## config.mk

```make
export PLATFORM = sky130hd
export DESIGN_NAME = vip_featuremap_channel_packer
export DESIGN_NICKNAME = d
export VERILOG_FILES = /design/src/rtl/vip_featuremap_channel_packer.sv
export SDC_FILE = /design/constraint.sdc
export NUM_CORES = 1
export LEC_CHECK = 0
export BUFFER_PORTS_ARGS = -buffer_cell sky130_fd_sc_hd__buf_2
export CAP_MARGIN = 20
export CORE_MARGIN = 2
export CORE_UTILIZATION = 52
export DETAILED_ROUTE_END_ITERATION = 10
export PLACE_DENSITY = 0.8
export SYNTH_ARGS = -nofsm -noshare
export SYNTH_HDL_FRONTEND = slang
export SYNTH_SLANG_ARGS = --single-unit
```

## constraint.sdc

```tcl
create_clock -name clock -period 12.3 [get_ports clock]
set_input_delay 3.075 -clock clock [delete_from_list [all_inputs] [get_ports clock]]
set_output_delay 3.075 -clock clock [all_outputs]
set_load 0.01 [all_outputs]
```

## src/rtl/vip_featuremap_channel_packer.sv

```systemverilog
// rtl/vip_featuremap_channel_packer.sv - gathers 8 interleaved channel words into one parallel vector write
// Counts vectors per frame and pulses frame_done after the last vector of each frame.
module vip_featuremap_channel_packer #(
   parameter int DWIDTH  = 32,
   parameter int PIXELS  = 12544,
   parameter int PCWIDTH = 14
) (
   input  logic               clock,
   input  logic               reset,
   input  logic [DWIDTH-1:0]  ff_rdata,
   input  logic               ff_empty,
   output logic               ff_rdreq,
   output logic [DWIDTH-1:0]  fifo_in_data0,
   output logic [DWIDTH-1:0]  fifo_in_data1,
   output logic [DWIDTH-1:0]  fifo_in_data2,
   output logic [DWIDTH-1:0]  fifo_in_data3,
   output logic [DWIDTH-1:0]  fifo_in_data4,
   output logic [DWIDTH-1:0]  fifo_in_data5,
   output logic [DWIDTH-1:0]  fifo_in_data6,
   output logic [DWIDTH-1:0]  fifo_in_data7,
   output logic               fifo_in_wrreq,
   input  logic               fifo_in_full,
   output logic [PCWIDTH-1:0] pixel_cnt,
   output logic               frame_done
);

   typedef enum logic {FILL, PUSH} state_t;

   localparam logic [PCWIDTH-1:0] LAST_PIX = PCWIDTH'(PIXELS - 1);

   state_t             state_q, state_d;
   logic [3:0]         req_cnt_q, req_cnt_d;
   logic [3:0]         cap_cnt_q, cap_cnt_d;
   logic               rd_pend_q, rd_pend_d;
   logic [DWIDTH-1:0]  lane_q [8];
   logic [DWIDTH-1:0]  lane_d [8];
   logic [PCWIDTH-1:0] pixel_cnt_q, pixel_cnt_d;
   logic               frame_done_q, frame_done_d;
   logic               rd_issue;
   logic               wr_issue;

   always_comb begin
      state_d      = state_q;
      req_cnt_d    = req_cnt_q;
      cap_cnt_d    = cap_cnt_q;
      rd_pend_d    = 1'b0;
      lane_d       = lane_q;
      pixel_cnt_d  = pixel_cnt_q;
      frame_done_d = 1'b0;
      rd_issue     = 1'b0;
      wr_issue     = 1'b0;
      case (state_q)
         FILL: begin
            rd_issue  = !ff_empty && (req_cnt_q < 4'd8);
            rd_pend_d = rd_issue;
            if (rd_issue) begin
               req_cnt_d = req_cnt_q + 4'd1;
            end
            // Read data lands one cycle after its request; cap_cnt picks the lane.
            if (rd_pend_q) begin
               lane_d[cap_cnt_q[2:0]] = ff_rdata;
               cap_cnt_d              = cap_cnt_q + 4'd1;
               if (cap_cnt_q == 4'd7) begin
                  state_d = PUSH;
               end
            end
         end
         PUSH: begin
            wr_issue = !fifo_in_full;
            if (wr_issue) begin
               req_cnt_d = 4'd0;
               cap_cnt_d = 4'd0;
               state_d   = FILL;
               if (pixel_cnt_q == LAST_PIX) begin
                  pixel_cnt_d  = '0;
                  frame_done_d = 1'b1;
               end else begin
                  pixel_cnt_d = pixel_cnt_q + PCWIDTH'(1);
               end
            end
         end
         default: state_d = FILL;
      endcase
   end

   always_ff @(posedge clock or posedge reset) begin
      if (reset) begin
         state_q      <= FILL;
         req_cnt_q    <= 4'd0;
         cap_cnt_q    <= 4'd0;
         rd_pend_q    <= 1'b0;
         pixel_cnt_q  <= '0;
         frame_done_q <= 1'b0;
         for (int i = 0; i < 8; i++) begin
            lane_q[i] <= '0;
         end
      end else begin
         state_q      <= state_d;
         req_cnt_q    <= req_cnt_d;
         cap_cnt_q    <= cap_cnt_d;
         rd_pend_q    <= rd_pend_d;
         pixel_cnt_q  <= pixel_cnt_d;
         frame_done_q <= frame_done_d;
         lane_q       <= lane_d;
      end
   end

   // Gated by reset so no word is popped upstream while the packer is held.
   assign ff_rdreq      = rd_issue && !reset;
   assign fifo_in_wrreq = wr_issue;
   assign fifo_in_data0 = lane_q[0];
   assign fifo_in_data1 = lane_q[1];
   assign fifo_in_data2 = lane_q[2];
   assign fifo_in_data3 = lane_q[3];
   assign fifo_in_data4 = lane_q[4];
   assign fifo_in_data5 = lane_q[5];
   assign fifo_in_data6 = lane_q[6];
   assign fifo_in_data7 = lane_q[7];
   assign pixel_cnt     = pixel_cnt_q;
   assign frame_done    = frame_done_q;

endmodule
```

==> impl_results.md <==
- Result of the run: complete, no violations
- Antenna fix cells: 0
- Via density per instance: 5.31
- WL met1: 10500 microns
- Die H: 147 microns
- Count of synthesis-stage warnings from yosys: 0
- Synthesized area: 10700 sq um
- Max FO, Critical Path: 9
- CTS tree: yes
- Most frequent cell after synthesis: dfrtp_1
- Max-Slew Margin vs Limit: 23.0%
- Starting utilization of the core area: 53.0%
- Worst Hold Depth: 1
- Total of cells resized after clock tree synthesis: 0
- Count of routing violations after the opening detailed-route iteration: 186
- Worst reg2reg setup slack: 9.47 ns
- Final Setup Violations: 0
- Antenna Violating Nets Remaining: 0
- Unrepaired setup endpoints after global routing: no
- Total Routing Usage GR: 23.1%
- Crit path capture: fifo_in_wrreq
- Async SR Flop Fraction: 100%
- Port Buffers: 308
- Arrival time worst endpoint: 3.88 ns
- Count of unique library cells instantiated by Yosys: 34
- Worst Path Required: 9.22 ns
- Detail Route met3 WL: 1730 microns
- First-pass GRT wire length: 39700 microns
- Post-CTS Setup Inserts: 0
- Cell chosen for the clock root: clkbuf_16
- Via count: 6760
- Average routed wire per standard cell: 19.6 microns
- Largest net degree at the start of global routing: 125
- Sequential Power Share: 41.7%
- Clock buffer count from CTS: 28
- Fraction of synthesized cell area taken by the top area cell type: 65.8%
- Remaining routing DRC violations: 0
- Transition time of the tightest slew-check pin: 1.15 ns
- Routed wire length: 25000 microns
- Critical path start-end classification: in -> out
- Fin Hold WS: 0.482 ns
- Aggregate global routing overflow: 0
- Final Cycle Share: 56.6%
- Biggest area contributors in the synthesized netlist: dfrtp_1 (66%), mux2_2 (26%), buf_2 (1.1%)
- Library cell occupying the most area in the post-synthesis netlist: dfrtp_1
- Number of enable-type register cells in the synthesized netlist: 0
- Share of power burned in the clock network: 22.5%
- Sinks on Clock Net: 281
- Endpoint type of the worst setup path: output port
- Clock slew seen by the registers of the worst setup and hold paths: 0.06 ns
- F_max: 144 MHz
- Beginning of the worst register-to-register path: state_q
- Final HPWL DP: 16300 microns
- HP Class: reg -> reg
- Flip-flop and latch count after synthesis: 281
- P&R area growth vs syn: 26.3%
- Total power per unit cell area: 285 nW/um^2
- CTS max path bufs: 3
- Maximum resistive drop on vdd: 0.206 mV
- Final count of hold timing violations: 0
- Clock Skews: 0.0101 ns
- Number of standard-cell rows in the floorplan: 52
- Num ports: 309
- Part of the power in combinational logic: 35.8%
- Number of buffers inserted by hold repair at cts: 0
- Length in cells of the worst reg-to-reg path: 4
- Final period demand of the worst path: 6.96 ns
- Switching fraction of total power: 32.6%
- Post-synthesis instance total: 669
- Startpoint type of the worst setup path: input pin
- Final-report max-slew violation count: 0
- Horiz. Die Dim: 147 microns
- Static Leak: 6.49 nW
- Summed negative setup slack over all endpoints: 0 ns
- Most common flop cell mapped by yosys: dfrtp_1
- Total number of H-tree levels: 1
- Top cells by count, synth: dfrtp_1 (281), mux2_2 (251), buf_2 (24)
- CORE AREA: 20200 sq um
- Power Internal: 0.00259 W
- Initial antenna violation count: 0
- Max layer used: met4
- Syn_nets: 708
- Area of the die: 21700 sq um
- Avg Inst Size Synth: 16.0 sq um
- Max capacitance violation total: 0
- Met2 Routed Length: 12200 microns
- Share of layout cells above drive strength 1: 62.0%
- Sequential cell area fraction in the yosys report: 65.8%
- Clock latency of the later-clocked register in the worst-skew pair: 0.53 ns
- Sw power: 0.00125 W
- RD Place Congestion: 0.799
- Pre-antenna DRT Iters: 4
- Crit path launch: fifo_in_full
- Via count of the first global-routing pass: 6923
- Reg2Reg Capture Point: fifo_in_data5[4]
- Layout net count: 1022
[sequential cells by signal, summed over array words and instances (netlist names)]
| register | count |
|---|---|
| state_q | 1 |
| fifo_in_data5 | 32 |
| fifo_in_data7 | 32 |
| req_cnt_q | 4 |
| cap_cnt_q | 4 |
| fifo_in_data3 | 32 |
| frame_done | 1 |
| fifo_in_data0 | 32 |
| fifo_in_data1 | 32 |
| fifo_in_data2 | 32 |
| rd_pend_q | 1 |
| fifo_in_data4 | 32 |
| pixel_cnt | 14 |
| fifo_in_data6 | 32 |
[per-stage QoR]
step                      utilization [%]  power (W)  std cells  worst slack [ns]  area, sq um
after floorplan                         -    0.00236        669              1.47        10700
after global placement               61.9    0.00294       1221              5.36        12500
after detailed placement             61.9    0.00299       1221              5.34        12500
after CTS                            66.6    0.00388       1272              5.34        13400
after global routing                 66.9    0.00406       1274              5.27        13500
final                                66.9    0.00384       1274              5.34        13500
[how the worst min path moves through the flow]
stage	start	end	slack (ns)
CTS	req_cnt_q[2]	req_cnt_q[2]	0.49
detailed placement	req_cnt_q[3]	req_cnt_q[3]	0.48
global placement	fifo_in_data5[25]	fifo_in_data5[25]	0.46
floorplan	req_cnt_q[3]	req_cnt_q[3]	0.44
finish	req_cnt_q[2]	req_cnt_q[2]	0.48
global route	fifo_in_data5[25]	fifo_in_data5[25]	0.51
[power by group through the flow]
stage	Sequential, W	Combinational, W	Clock [W]
after global routing	0.00166	0.00147	0.000925
after global placement	0.00158	0.00135	0
after CTS	0.00160	0.00139	0.000885
after floorplan	0.00180	0.000564	0
final	0.00160	0.00137	0.000865
after detailed placement	0.00161	0.00138	0
[layout by cell type, fill, tap and decap left out, drive strengths merged]
cell type | netlist | layout
mux2 | 256 | 256
nor2 | 9 | 9
mux2i | 3 | 3
and3 | 2 | 2
xnor2 | 8 | 8
clkinv | 0 | 5
nand2b | 2 | 2
a31oi | 2 | 2
clkinvlp | 0 | 2
a41oi | 1 | 1
nand4 | 5 | 5
buf | 27 | 316
a21o | 1 | 1
nand3 | 12 | 12
nand3b | 2 | 2
a21oi | 4 | 4
bufinv | 0 | 2
and4 | 2 | 2
clkbuf | 5 | 42
nor3b | 3 | 3
o21ai | 9 | 9
inv | 4 | 4
o41ai | 1 | 1
xor2 | 2 | 2
nand2 | 18 | 18
nor3 | 2 | 2
nor4 | 1 | 1
and4b | 1 | 1
ha | 3 | 3
and2 | 2 | 2
dfrtp | 281 | 281
or3 | 1 | 1
[logic make-up after synthesis]
family,synth area share (%)
simple gates,3.12
compound gates,0.960
xor+xnor,0.820
fa+ha+maj,0.351
buf+inv,1.66
flops,65.8
mux,27.3
[critical path, cell delays in order]
cell      delay [ns]
buf_2           0.13
nand2b_1        0.28
inv_1           0.23
buf_2           0.17
[area by class of cell]
class                      instances  area (sq um)
multi-input combinational        352          3500
tap                              270           338
clock inverter                     9           104
fill                            1417          6670
sequential                       281          7030
inverter                           4          22.5
clock buffer                      42           855
timing repair buffer             316          1640
[layer usage]
| metal | up-vias | track usage (%) |
|---|---|---|
| li1 | 3003 | - |
| met1 | 3465 | 30.9 |
| met2 | 239 | 38.2 |
| met3 | 53 | 5.19 |
| met4 | 0 | 7.07 |
| met5 | - | 0 |
(Power assumes the default switching activity.)
